--- config.mk ---
export PLATFORM = sky130hd
export DESIGN_NAME = tick_sched_flat
export DESIGN_NICKNAME = d
export VERILOG_FILES = /design/src/rtl/tick_sched_if.sv /design/src/rtl/tick_sched.sv /design/src/flat_wrapper.sv
export SDC_FILE = /design/constraint.sdc
export NUM_CORES = 1
export LEC_CHECK = 0
export CAP_MARGIN = 20
export CORE_MARGIN = 3
export CORE_UTILIZATION = 40
export CTS_CLUSTER_SIZE = 14
export DETAILED_ROUTE_END_ITERATION = 8
export DONT_BUFFER_PORTS = 1
export GPL_ROUTABILITY_DRIVEN = 0
export SYNTH_ARGS = -nofsm -noshare
export SYNTH_HDL_FRONTEND = slang
export SYNTH_SLANG_ARGS = --single-unit
--- constraint.sdc ---
create_clock -name clk -period 3.61 [get_ports clk]
set_input_delay 0.5415 -clock clk [delete_from_list [all_inputs] [get_ports clk]]
set_output_delay 0.5415 -clock clk [all_outputs]
set_load 0.1 [all_outputs]
--- src/rtl/tick_sched_if.sv ---
// Configuration handshake bundle for tick_sched: request fields plus ready/err responses.
interface tick_sched_if #(
    parameter int unsigned NCH = 4,
    parameter int unsigned PW  = 16
);
    localparam int unsigned CHW = (NCH > 1) ? $clog2(NCH) : 1;

    logic           cfg_valid;
    logic           cfg_ready;
    logic [CHW-1:0] cfg_ch;
    logic           cfg_en;
    logic           cfg_oneshot;
    logic [PW-1:0]  cfg_period;
    logic           cfg_err;

    modport master (
        output cfg_valid, cfg_ch, cfg_en, cfg_oneshot, cfg_period,
        input  cfg_ready, cfg_err
    );

    modport slave (
        input  cfg_valid, cfg_ch, cfg_en, cfg_oneshot, cfg_period,
        output cfg_ready, cfg_err
    );
endinterface

--- src/rtl/tick_sched.sv ---
// Multi-channel tick scheduler: prescaled base tick drives per-channel periodic/one-shot countdowns.
// Optional remaining-count readback port enabled by defining TICK_SCHED_RDBK_EN.
module tick_sched #(
    parameter  int unsigned CLK_HZ  = 12_000_000,
    parameter  int unsigned BASE_HZ = 1000,
    parameter  int unsigned NCH     = 4,
    parameter  int unsigned PW      = 16,
    localparam int unsigned CHW     = (NCH > 1) ? $clog2(NCH) : 1
) (
    input  logic           clk,
    input  logic           rst_n,
    tick_sched_if.slave    cfg,
    output logic           base_tick,
    output logic [NCH-1:0] tick_o,
    output logic [NCH-1:0] active
`ifdef TICK_SCHED_RDBK_EN
    ,
    input  logic [CHW-1:0] rd_ch,
    output logic [PW-1:0]  rd_count
`endif
);
    localparam int unsigned DIV = CLK_HZ / BASE_HZ;
    localparam int unsigned PSW = $clog2(DIV);

    logic [PSW-1:0] psc_q;
    logic           psc_wrap;
    logic [PW-1:0]  cnt_q    [NCH];
    logic [PW-1:0]  cnt_d    [NCH];
    logic [PW-1:0]  period_q [NCH];
    logic [PW-1:0]  period_d [NCH];
    logic [NCH-1:0] active_d;
    logic [NCH-1:0] mode_q;
    logic [NCH-1:0] mode_d;
    logic [NCH-1:0] fire_d;
    logic           err_d;
    logic           xfer;
    logic           ch_ok;

    assign psc_wrap = (psc_q == PSW'(DIV - 1));
    assign xfer     = cfg.cfg_valid && cfg.cfg_ready;
    assign ch_ok    = (32'(cfg.cfg_ch) < NCH);

    // Countdown owns base_tick cycles; configuration can only land on the others since ready is low then.
    always_comb begin
        cnt_d    = cnt_q;
        period_d = period_q;
        active_d = active;
        mode_d   = mode_q;
        fire_d   = '0;
        err_d    = 1'b0;
        if (base_tick) begin
            for (int unsigned i = 0; i < NCH; i++) begin
                if (active[i]) begin
                    if (cnt_q[i] == PW'(1)) begin
                        fire_d[i] = 1'b1;
                        if (mode_q[i]) begin
                            active_d[i] = 1'b0;
                            cnt_d[i]    = '0;
                        end else begin
                            cnt_d[i]    = period_q[i];
                        end
                    end else begin
                        cnt_d[i] = cnt_q[i] - PW'(1);
                    end
                end
            end
        end else if (xfer) begin
            if (!ch_ok || (cfg.cfg_en && (cfg.cfg_period == '0))) begin
                err_d = 1'b1;
            end else begin
                for (int unsigned i = 0; i < NCH; i++) begin
                    if (CHW'(i) == cfg.cfg_ch) begin
                        if (cfg.cfg_en) begin
                            cnt_d[i]    = cfg.cfg_period;
                            period_d[i] = cfg.cfg_period;
                            mode_d[i]   = cfg.cfg_oneshot;
                            active_d[i] = 1'b1;
                        end else begin
                            cnt_d[i]    = '0;
                            active_d[i] = 1'b0;
                        end
                    end
                end
            end
        end
    end

`ifdef TICK_SCHED_RDBK_EN
    logic [PW-1:0] rd_d;

    // Inactive channels already hold a zero count, but gate anyway so stale state never leaks.
    always_comb begin
        rd_d = '0;
        for (int unsigned i = 0; i < NCH; i++) begin
            if ((CHW'(i) == rd_ch) && active[i]) begin
                rd_d = cnt_q[i];
            end
        end
    end

    always_ff @(posedge clk or negedge rst_n) begin
        if (!rst_n) begin
            rd_count <= '0;
        end else begin
            rd_count <= rd_d;
        end
    end
`endif

    always_ff @(posedge clk or negedge rst_n) begin
        if (!rst_n) begin
            psc_q         <= '0;
            base_tick     <= 1'b0;
            cfg.cfg_ready <= 1'b0;
            cfg.cfg_err   <= 1'b0;
            tick_o        <= '0;
            active        <= '0;
            mode_q        <= '0;
            for (int unsigned i = 0; i < NCH; i++) begin
                cnt_q[i]    <= '0;
                period_q[i] <= '0;
            end
        end else begin
            psc_q         <= psc_wrap ? '0 : psc_q + PSW'(1);
            base_tick     <= psc_wrap;
            cfg.cfg_ready <= !psc_wrap;
            cfg.cfg_err   <= err_d;
            tick_o        <= fire_d;
            active        <= active_d;
            mode_q        <= mode_d;
            for (int unsigned i = 0; i < NCH; i++) begin
                cnt_q[i]    <= cnt_d[i];
                period_q[i] <= period_d[i];
            end
        end
    end
endmodule

--- src/flat_wrapper.sv ---
// flat-port wrapper written by rule: the top's interface ports become plain ports
module tick_sched_flat 
#(
    parameter  int unsigned CLK_HZ  = 12_000_000,
    parameter  int unsigned BASE_HZ = 1000,
    parameter  int unsigned NCH     = 4,
    parameter  int unsigned PW      = 16,
    localparam int unsigned CHW     = (NCH > 1) ? $clog2(NCH) : 1
)
  (clk, rst_n, base_tick, tick_o, active, cfg_cfg_valid, cfg_cfg_ch, cfg_cfg_en, cfg_cfg_oneshot, cfg_cfg_period, cfg_cfg_ready, cfg_cfg_err);
  tick_sched_if #(.NCH(NCH), .PW(PW)) cfg_i ();
  input  logic clk;
  input  logic rst_n;
  output logic base_tick;
  output logic [NCH-1:0] tick_o;
  output logic [NCH-1:0] active;
  input wire logic [$bits(cfg_i.cfg_valid)-1:0] cfg_cfg_valid;
  input wire logic [$bits(cfg_i.cfg_ch)-1:0] cfg_cfg_ch;
  input wire logic [$bits(cfg_i.cfg_en)-1:0] cfg_cfg_en;
  input wire logic [$bits(cfg_i.cfg_oneshot)-1:0] cfg_cfg_oneshot;
  input wire logic [$bits(cfg_i.cfg_period)-1:0] cfg_cfg_period;
  output wire logic [$bits(cfg_i.cfg_ready)-1:0] cfg_cfg_ready;
  output wire logic [$bits(cfg_i.cfg_err)-1:0] cfg_cfg_err;
  assign cfg_i.cfg_valid = cfg_cfg_valid;
  assign cfg_i.cfg_ch = cfg_cfg_ch;
  assign cfg_i.cfg_en = cfg_cfg_en;
  assign cfg_i.cfg_oneshot = cfg_cfg_oneshot;
  assign cfg_i.cfg_period = cfg_cfg_period;
  assign cfg_cfg_ready = cfg_i.cfg_ready;
  assign cfg_cfg_err = cfg_i.cfg_err;
  tick_sched #(.CLK_HZ(CLK_HZ), .BASE_HZ(BASE_HZ), .NCH(NCH), .PW(PW)) u_core (.clk(clk), .rst_n(rst_n), .cfg(cfg_i), .base_tick(base_tick), .tick_o(tick_o), .active(active));
endmodule
==> flow_summary.toml, run 1 <==
[global_routing]
first_global_vias = 6658
top_usage_layer = "met2"
grt.overflow.total = 0
gr-usage-met3 = 0.06882
grt_util_met1 = 0.3158
grtUsageMet2 = 0.3203
grt_first_pass_wirelength_mm = 38.74
antenna_found_initial = 0
grt_max_degree = 158
grtUsageTotal = 0.2218

[timing]
setup_ws_ps = 853.8
finalSetupViolCount = 0
fin_crit_sh = 0.7635
final.setup.tns_ps = 0
slew_violations = 0
slew_headroom = 0.3876
whs_ps = -191.8
fmax_ghz = 0.3628
grt_setup_unrepaired = "no"
worst_slew_pin_slew_ps = 918.6
hold_viol = 157
post-route-min-period_ps = 2756
finalClockSkew_ps = 9.299

[floorplan]
die_y_microns = 151.4
core_sq_um = 20490
ioPinCount = 34
die-area_sq_um = 22910
initial_utilization = 0.4123
chipWidth_microns = 151.4
num_rows = 52

[placement]
dp_worst_setup_slack_ps = 870.4
port_buffers = 0
dp.cells = 1188
dpl_cell_area_sq_um = 8760
dp.final_hpwl_mm = 16.23

[worst_setup_path]
crit_start = "u_core.cnt_q[9]"
critPathCapture = "u_core.cnt_q[5]"
r2r_setup_slack_ps = 850
regToRegEndpoint = "u_core.cnt_q[5]"
path_class = "flop to flop"
crit_required_ps = 3900
worstPathArrival_ps = 3050
cp_max_fo = 11
rr_worst_depth = 7
endpoint_kind = "flop"
worstSetupStartpointType = "flop"
reg2reg_from = "u_core.cnt_q[9]"

[logic_synthesis]
ys_types = 65
ys.flop_type = "dfrtp_1"
ys_warn_count = 0
seq_area_frac_synth = 0.4649
synth-edff-count = 0
synthesis.area_sq_um = 8451
synth_nets = 977
synth-async-reset-ratio = 1.000
ys_ff_latch = 157
avgSynthCellArea_sq_um = 8.942
synthCells = 945

[clock_tree]
cts.clk_slew.worst_paths_ps = 70
root_buffer = "clkbuf_16"
clock-sinks = 157
htreeDepth = 4
clock_path_buffers = 2
post-cts-setup-buffer-count = 0
cts_buffers = 17
clkLatencyLatePin_ps = 430
ctsResizeCount = 0
cts_tree = "built"

[power]
internal-power_mw = 3.494
power.static_leakage_nw = 3.859
power_frac_clock = 0.387
sequentialPowerShare = 0.465
switching_share = 0.2989
power_frac_comb = 0.148
power.density_nw_per_um2 = 530.7
p_sw_mw = 1.490
fin_total_pwr_mw = 4.984
ir_drop_mv = 0.3314

[min_path]
holdCritPathClass = "primary input to async pin"

[cells_and_area]
layout.nets = 969
n_fill_cell = 1956
final_layout_size_suffix_gt1_frac = 0.07368
seqCellArea_sq_um = 3933
multi_input_area_sq_um = 4245
final_core_util = 0.4582
area_delta_synth_final_pct = 11.12
finalNonFillerCells = 1221
final_area_sq_um = 9390

[routing]
via_per_inst = 5.835
final_antenna_net_count = 0
drt-total-wl_mm = 24.53
route.detailed.wl_per_inst_microns = 20.09
routed-via-count = 7125
drt_iter0_markers = 723
drc_errors = 0
firstDrtPassIters = 5

[status]
violations = "negative hold slack"
status = "complete, but fails checks"

[flow_run]
max-cap-violations = 0
## worst max-delay path, stage by stage (launching register included)
cell	delay, ps
dfrtp_1	410
or4_4	550
or4_1	550
nor3_4	510
buf_4	270
nor2_1	60
a31oi_1	140
o221ai_1	120
## synth_stat cells (4+ instances only)
library cell	number	area share
nand2_1	174	0.077
nand4b_1	5	0.0052
o211ai_1	13	0.012
nor3_1	22	0.013
mux2_1	25	0.033
o21ai_1	44	0.026
o22ai_1	5	0.0037
nor2b_1	8	0.0059
nand4_1	9	0.0067
nand3_1	26	0.015
inv_1	19	0.0084
o21ai_0	20	0.012
buf_2	4	0.0024
xor2_1	27	0.028
nor3b_1	14	0.012
a22oi_1	4	0.0036
o221ai_1	7	0.0073
nor2_1	88	0.039
nor4_1	17	0.013
clkbuf_1	42	0.019
o31ai_1	9	0.0080
or2_1	4	0.0030
a221o_1	4	0.0047
a32oi_1	4	0.0041
a31oi_1	41	0.030
dfrtp_1	157	0.46
a21oi_1	32	0.019
and3_1	14	0.010
or4_1	7	0.0062
a21o_1	11	0.0098
and2_1	5	0.0037
ha_1	9	0.013
xnor2_1	19	0.020
o211ai_2	6	0.0089
a22o_1	4	0.0041
## how the worst min path moves through the flow
stage / depth (start not counted) / slack (ps) / end / startpoint
floorplan: 0 / 250 / u_core.active[0] / rst_n
global placement: 0 / 250 / u_core.tick_o[3] / rst_n
detailed placement: 0 / 250 / u_core.tick_o[3] / rst_n
CTS: 0 / -210 / u_core.period_q[5] / rst_n
global route: 0 / -220 / u_core.cnt_q[5] / rst_n
finish: 0 / -190 / u_core.cnt_q[10] / rst_n
## power by group through the flow
stage	Combinational (mW)	Clock, mW	Sequential, mW
3_3_place_gp	0.721	0	2.34
5_1_grt	0.830	2.04	2.35
3_5_place_dp	0.735	0	2.34
2_1_floorplan	0.548	0	2.30
4_1_cts	0.740	1.96	2.31
6_report	0.740	1.93	2.32
## kinds of logic (layout without fill, tap and decap cells)
group                    count (synthesis)  count (layout)  share of synthesized area
AND/OR/NAND/NOR                        409             409                     0.2280
AO/OA/AOI/OAI                          225             225                     0.1749
multiplexers                            29              29                    0.03820
adder cells (fa/ha/maj)                  9               9                    0.01333
buffers and inverters                   70              75                    0.03302
flip-flops                             157             157                     0.4649
XOR/XNOR                                46              46                    0.04768
other                                    0               1                          0
## layout by cell type (no fill, tap or decap), drive strengths merged, types with 11 or more instances in the layout
master  instances
nand2         174
dfrtp         157
nor2           89
o21ai          64
a31oi          41
a21oi          32
xor2           27
nand3          26
mux2           26
nor3           23
buf            22
inv            21
clkbuf         20
xnor2          19
o211ai         19
nor4           17
and3           14
nor3b          14
a21o           11
## final cells by class
type / instances / share of cell area
timing repair buffer: 22 / 0.01759
sequential: 157 / 0.4188
clock inverter: 12 / 0.01719
inverter: 21 / 0.008394
antenna: 1 / 0.0002665
clock buffer: 20 / 0.04970
tap: 270 / 0.03598
multi-input combinational: 718 / 0.4521
## per-layer routing
metal | part of all wire | vias up
li1 | - | 3373
met1 | 0.45 | 3475
met2 | 0.44 | 241
met3 | 0.086 | 36
met4 | 0.028 | 0
met5 | 0 | -
## state kept, by name, indices dropped and copies added, names as in the netlist, 4 cells and up
| name | flops |
|---|---|
| u_core.cnt_q | 64 |
| u_core.mode_q | 4 |
| u_core.active | 4 |
| u_core.tick_o | 4 |
| u_core.psc_q | 14 |
| u_core.period_q | 64 |
No activity file was read; power rests on OpenSTA's default activity.
==> run 2, diff against run 1 <==
==> constraint.sdc (replaced) <==
create_clock -name clk -period 2.6 [get_ports clk]
set_input_delay 0.39 -clock clk [delete_from_list [all_inputs] [get_ports clk]]
set_output_delay 0.39 -clock clk [all_outputs]
set_load 0.1 [all_outputs]
==> run 2 against run 1 <==
Against the previous run:
- the flow still finishes with violations (negative hold slack)
- via count up 0.18%
- power up 36%
- clock skew down 0.98 ps
- register-to-register slack worse by 730 ps
- clock power up 32%
- core utilization up 0.59 points
==> flow_summary.toml, run 2 (same netlist as run 1, synthesis figures left out) <==
[worst_setup_path]
crit_path_cell_trace = "or4_4 > or4_1 > or3_4 > a21o_1 > a32oi_1 > o22ai_1"
crit_required_ps = 2910
worstPathArrival_ps = 2790
endpoint_kind = "flop"
max_stage_delay_ps = 550
regToRegEndpoint = "u_core.cnt_q[0]"
r2r_setup_slack_ps = 120
cp_max_fo = 13
rr_worst_depth = 6
reg2reg_from = "u_core.cnt_q[9]"
path_class = "flop to flop"
crit_family = "simple AND/OR/NAND/NOR gates"
worstSetupStartpointType = "flop"
slowest_stage = "or4_4"
crit_buf_inv = 0

[global_routing]
gr-usage-met3 = 0.05536
top_usage_layer = "met1"
grtUsageTotal = 0.2206
grt_max_degree = 158
grt.overflow.total = 0
grtUsageMet2 = 0.3241
antenna_found_initial = 0
first_global_vias = 6810
grt_util_met1 = 0.3269
grt_first_pass_wirelength_mm = 38.81

[clock_tree]
cts_tree = "built"
post-cts-setup-buffer-count = 0
ctsResizeCount = 0
htreeDepth = 4
cts.clk_slew.worst_paths_ps = 70
root_buffer = "clkbuf_16"
clock_path_buffers = 2
clock-sinks = 157
clkLatencyLatePin_ps = 430
cts_buffers = 17

[routing]
drc_errors = 0
final_antenna_net_count = 0
firstDrtPassIters = 5
drt-total-wl_mm = 24.41
via_per_inst = 5.775
drt_iter0_markers = 583
route.detailed.wl_per_inst_microns = 19.75
routed-via-count = 7138

[cells_and_area]
area_delta_synth_final_pct = 12.54
final_common_cell = "nand2_1"
layout.nets = 985
diodes = 0
final_area_sq_um = 9510
layout_common_cells = "174 x nand2_1, 156 x dfrtp_1, 88 x nor2_1"
top_regs = "u_core.cnt_q x64, u_core.period_q x64, u_core.psc_q x14"
finalNonFillerCells = 1236
final_layout_size_suffix_gt1_frac = 0.08799

[placement]
dpl_cell_area_sq_um = 8917
port_buffers = 0
dp.cells = 1204
dp.final_hpwl_mm = 16.43

[status]
status = "complete, but fails checks"
violations = "negative hold slack"

[power]
internal-power_mw = 4.744
sequentialPowerShare = 0.474
switching_share = 0.3020
power.static_leakage_nw = 3.949
fin_total_pwr_mw = 6.796
power.density_nw_per_um2 = 714.6
power_frac_comb = 0.152
power_frac_clock = 0.374
p_sw_mw = 2.052
ir_drop_mv = 0.4360

[timing]
whs_ps = -340.6
fmax_ghz = 0.4036
worst_slew_pin_slew_ps = 894.9
final.setup.tns_ps = 0
hold_viol = 157
grt_setup_unrepaired = "no"
post-route-min-period_ps = 2478
slew_headroom = 0.4038
finalSetupViolCount = 0
slew_violations = 0
fin_crit_sh = 0.9529
finalClockSkew_ps = 8.321

[floorplan]
initial_utilization = 0.4123
core_sq_um = 20490
num_rows = 52
chipWidth_microns = 151.4
die-area_sq_um = 22910
die_y_microns = 151.4
ioPinCount = 34

[flow_run]
max-cap-violations = 0

[min_path]
holdCritPathClass = "primary input to async pin"
run 2: cell types whose count changed in the layout (fill, tap and decap cells not counted), sizes merged:
cell | before | now
buf | 22 | 38
bufinv | 3 | 2
inv | 21 | 23
diode | 1 | 0
clkinvlp | 6 | 3
clkinv | 3 | 5
run 2: routing by layer:
metal | part of all wire | up-vias
met1 | 0.48 | 3478
met5 | 0 | -
met3 | 0.068 | 34
met2 | 0.44 | 217
met4 | 0.013 | 0
li1 | - | 3409
run 2: worst max-delay path by stage:
| stage | endpoint | slack (ps) | from | cells past startpoint |
|---|---|---|---|---|
| after CTS | u_core.cnt_q[0] | 130 | u_core.cnt_q[9] | 6 |
| after detailed placement | u_core.cnt_q[0] | 140 | u_core.cnt_q[9] | 6 |
| final | u_core.cnt_q[0] | 120 | u_core.cnt_q[9] | 6 |
| after global routing | u_core.cnt_q[10] | 8 | u_core.cnt_q[9] | 8 |
| after global placement | u_core.cnt_q[0] | 180 | u_core.cnt_q[9] | 6 |
| after floorplan | u_core.cnt_q[40] | 40 | u_core.cfg.cfg_ready | 5 |
run 2: power groups by stage:
stage | registers [mW] | clock network (mW) | logic, mW
floorplan | 3.19 | 0 | 0.760
global placement | 3.24 | 0 | 1.01
detailed placement | 3.24 | 0 | 1.03
CTS | 3.21 | 2.59 | 1.03
global route | 3.27 | 2.69 | 1.17
finish | 3.22 | 2.54 | 1.03
run 2: layout make-up:
cell class                      count  area (sq um)
Clock buffer                       20         456.7
Clock inverter                     12         136.4
Fill cell                        1998         10980
Inverter                           21         78.83
Multi-Input combinational cell    718          4245
Sequential cell                   157          3933
Tap cell                          270         337.8
Timing Repair Buffer               38         322.8
run 2: worst register-to-register path, delay by kind of cell (launching register included):
kind	cells	cell delay (ps)
AND/OR/NAND/NOR	3	1490
AO/OA/AOI/OAI	3	470
flip-flops	1	410
run 2: through the flow:
stage,hold WS [ps],utilization,setup slack (ps)
CTS,-359.5,0.4640,131.9
global route,-362.9,0.4640,7.848
detailed placement,103.1,0.4351,139.3
finish,-340.6,0.4640,122.4
floorplan,94.41,-,37.55
global placement,103.4,0.4351,184.6
==> run 3, diff against run 2 <==
--- a/config.mk
+++ b/config.mk
@@ -12,6 +12,7 @@
 export DETAILED_ROUTE_END_ITERATION = 8
 export DONT_BUFFER_PORTS = 1
 export GPL_ROUTABILITY_DRIVEN = 0
+export REMOVE_ABC_BUFFERS = 1
 export SYNTH_ARGS = -nofsm -noshare
 export SYNTH_HDL_FRONTEND = slang
 export SYNTH_SLANG_ARGS = --single-unit
==> run 3 against run 2 <==
Against the previous run:
- the run still ends with negative hold slack left
- sequential share of layout area increased by 0.071 points
- sequential cell count did not move
- sequential power hardly changed
- via count rose by 1.1%
- largest cell class unchanged
==> flow_summary.toml, run 3 (same netlist as run 1, synthesis figures left out) <==
[routing]
via_per_inst = 5.850
drt-total-wl_mm = 24.64
firstDrtPassIters = 6
route.detailed.wl_per_inst_microns = 19.97
routed-via-count = 7219
drt_iter0_markers = 563
drc_errors = 0
final_antenna_net_count = 0

[power]
p_sw_mw = 2.120
sequentialPowerShare = 0.477
ir_drop_mv = 0.4134
power.density_nw_per_um2 = 709.9
power.static_leakage_nw = 3.938
internal-power_mw = 4.620
power_frac_comb = 0.155
power_frac_clock = 0.368
switching_share = 0.3145

[cells_and_area]
final_core_util = 0.4632
area_delta_synth_final_pct = 12.35
layout_common_cells = "174 x nand2_1, 156 x dfrtp_1, 88 x nor2_1"
diodes = 0
top_regs = "u_core.cnt_q x64, u_core.period_q x64, u_core.psc_q x14"
final_common_cell = "nand2_1"
n_fill_cell = 1962
multi_input_area_sq_um = 4245
seqCellArea_sq_um = 3933
layout.nets = 983
final_layout_size_suffix_gt1_frac = 0.08714

[global_routing]
grtUsageTotal = 0.2237
first_global_vias = 6782
grt.overflow.total = 0
antenna_found_initial = 0
grt_first_pass_wirelength_mm = 39.25
grt_max_degree = 158

[clock_tree]
cts_tree = "built"
clock_path_buffers = 2
htreeDepth = 4
ctsResizeCount = 0
root_buffer = "clkbuf_16"
cts_buffers = 17
clock-sinks = 157
clkLatencyLatePin_ps = 440
cts.clk_slew.worst_paths_ps = 70

[min_path]
holdCritPathClass = "primary input to async pin"

[floorplan]
die-area_sq_um = 22910
die_y_microns = 151.4
num_rows = 52
core_sq_um = 20490
initial_utilization = 0.4123
chipWidth_microns = 151.4
ioPinCount = 34

[timing]
slew_violations = 0
finalSetupViolCount = 0
fin_crit_sh = 0.9449
slew_headroom = 0.4167
hold_viol = 157
fmax_ghz = 0.4071
finalClockSkew_ps = 10.92
whs_ps = -340.3
grt_setup_unrepaired = "no"
worst_slew_pin_slew_ps = 875.5
post-route-min-period_ps = 2457
final.setup.tns_ps = 0

[placement]
port_buffers = 0
dp.final_hpwl_mm = 16.47

[worst_setup_path]
slowest_stage = "or4_4"
crit_buf_inv = 0
worstPathArrival_ps = 2770
worstSetupStartpointType = "flop"
endpoint_kind = "flop"
path_class = "flop to flop"
crit_path_cell_trace = "or4_4 > or4_1 > or3_4 > a21o_1 > a32oi_1 > o22ai_1"
crit_family = "simple AND/OR/NAND/NOR gates"
cp_max_fo = 13
max_stage_delay_ps = 550
crit_required_ps = 2920

[status]
violations = "negative hold slack"
status = "complete, but fails checks"

[flow_run]
max-cap-violations = 0
[run 3: changes by cell type in the layout (fill, tap and decap cells not counted), sizes merged]
cell / previous run / this run
clkbuf: 20 / 17
inv: 23 / 27
clkinv: 5 / 6
clkinvlp: 3 / 2
buf: 38 / 36
bufinv: 2 / 1
[run 3: path summary, 6_finish.rpt]
kind / start / end / slack (ps) / cells after the start
worst min-delay path: rst_n / u_core.cnt_q[21] / -340 / 0
worst max register to register: u_core.cnt_q[9] / u_core.cnt_q[0] / 140 / 6
min in group clk: cfg_cfg_period[9] / u_core.period_q[41] / 60 / 2
worst min register to register: u_core.period_q[55] / u_core.period_q[55] / 470 / 2
worst max-delay path: u_core.cnt_q[9] / u_core.cnt_q[0] / 140 / 6
max in group asynchronous: rst_n / u_core.base_tick / 2540 / 0
[run 3: power by group through the flow]
stage	sequential [mW]	clock, mW	combinational, mW
after CTS	3.20	2.53	1.04
after detailed placement	3.24	0	1.03
after global placement	3.24	0	1.01
final	3.22	2.48	1.04
after global routing	3.26	2.62	1.17
after floorplan	3.21	0	0.726
[run 3: cell type report]
cell class | count | area share
sequential | 157 | 0.4142
clock buffer | 17 | 0.04481
timing repair buffer | 36 | 0.03374
inverter | 21 | 0.008303
clock inverter | 15 | 0.01621
tap | 270 | 0.03558
multi-input combinational | 718 | 0.4472
[run 3: worst reg2reg max path: cells and delay by family (launching register included)]
| family | cells | cell delay, ps |
|---|---|---|
| AND/OR/NAND/NOR | 3 | 1470 |
| flip-flops | 1 | 410 |
| AO/OA/AOI/OAI | 3 | 460 |
[run 3: timing repair]
action / in CTS / in global routing
setup buffers: 0 / 0
endpoints found under the hold margin: 157 / 157
endpoints found under the setup margin: 0 / 0
[run 3: stage by stage]
stage	cells	power (mW)	hold slack, ps	setup slack, ps	area (sq um)
floorplan	896	3.934	94.41	-1379	8250
global placement	1202	4.253	101.1	183.1	8915
detailed placement	1202	4.272	101.8	142.8	8915
CTS	1234	6.763	-357.3	139.5	9494
global route	1234	7.052	-372.5	25.69	9494
finish	1234	6.740	-340.3	143.3	9494
[run 3: per-layer routing]
metal  global-route usage  wire length, microns  vias to the layer above
met4              0.06981                   548                        0
met5                    0                     0                        -
met2               0.3365                 10910                      220
met1               0.3214                 11580                     3555
li1                     -                     -                     3403
met3              0.05027                  1598                       41
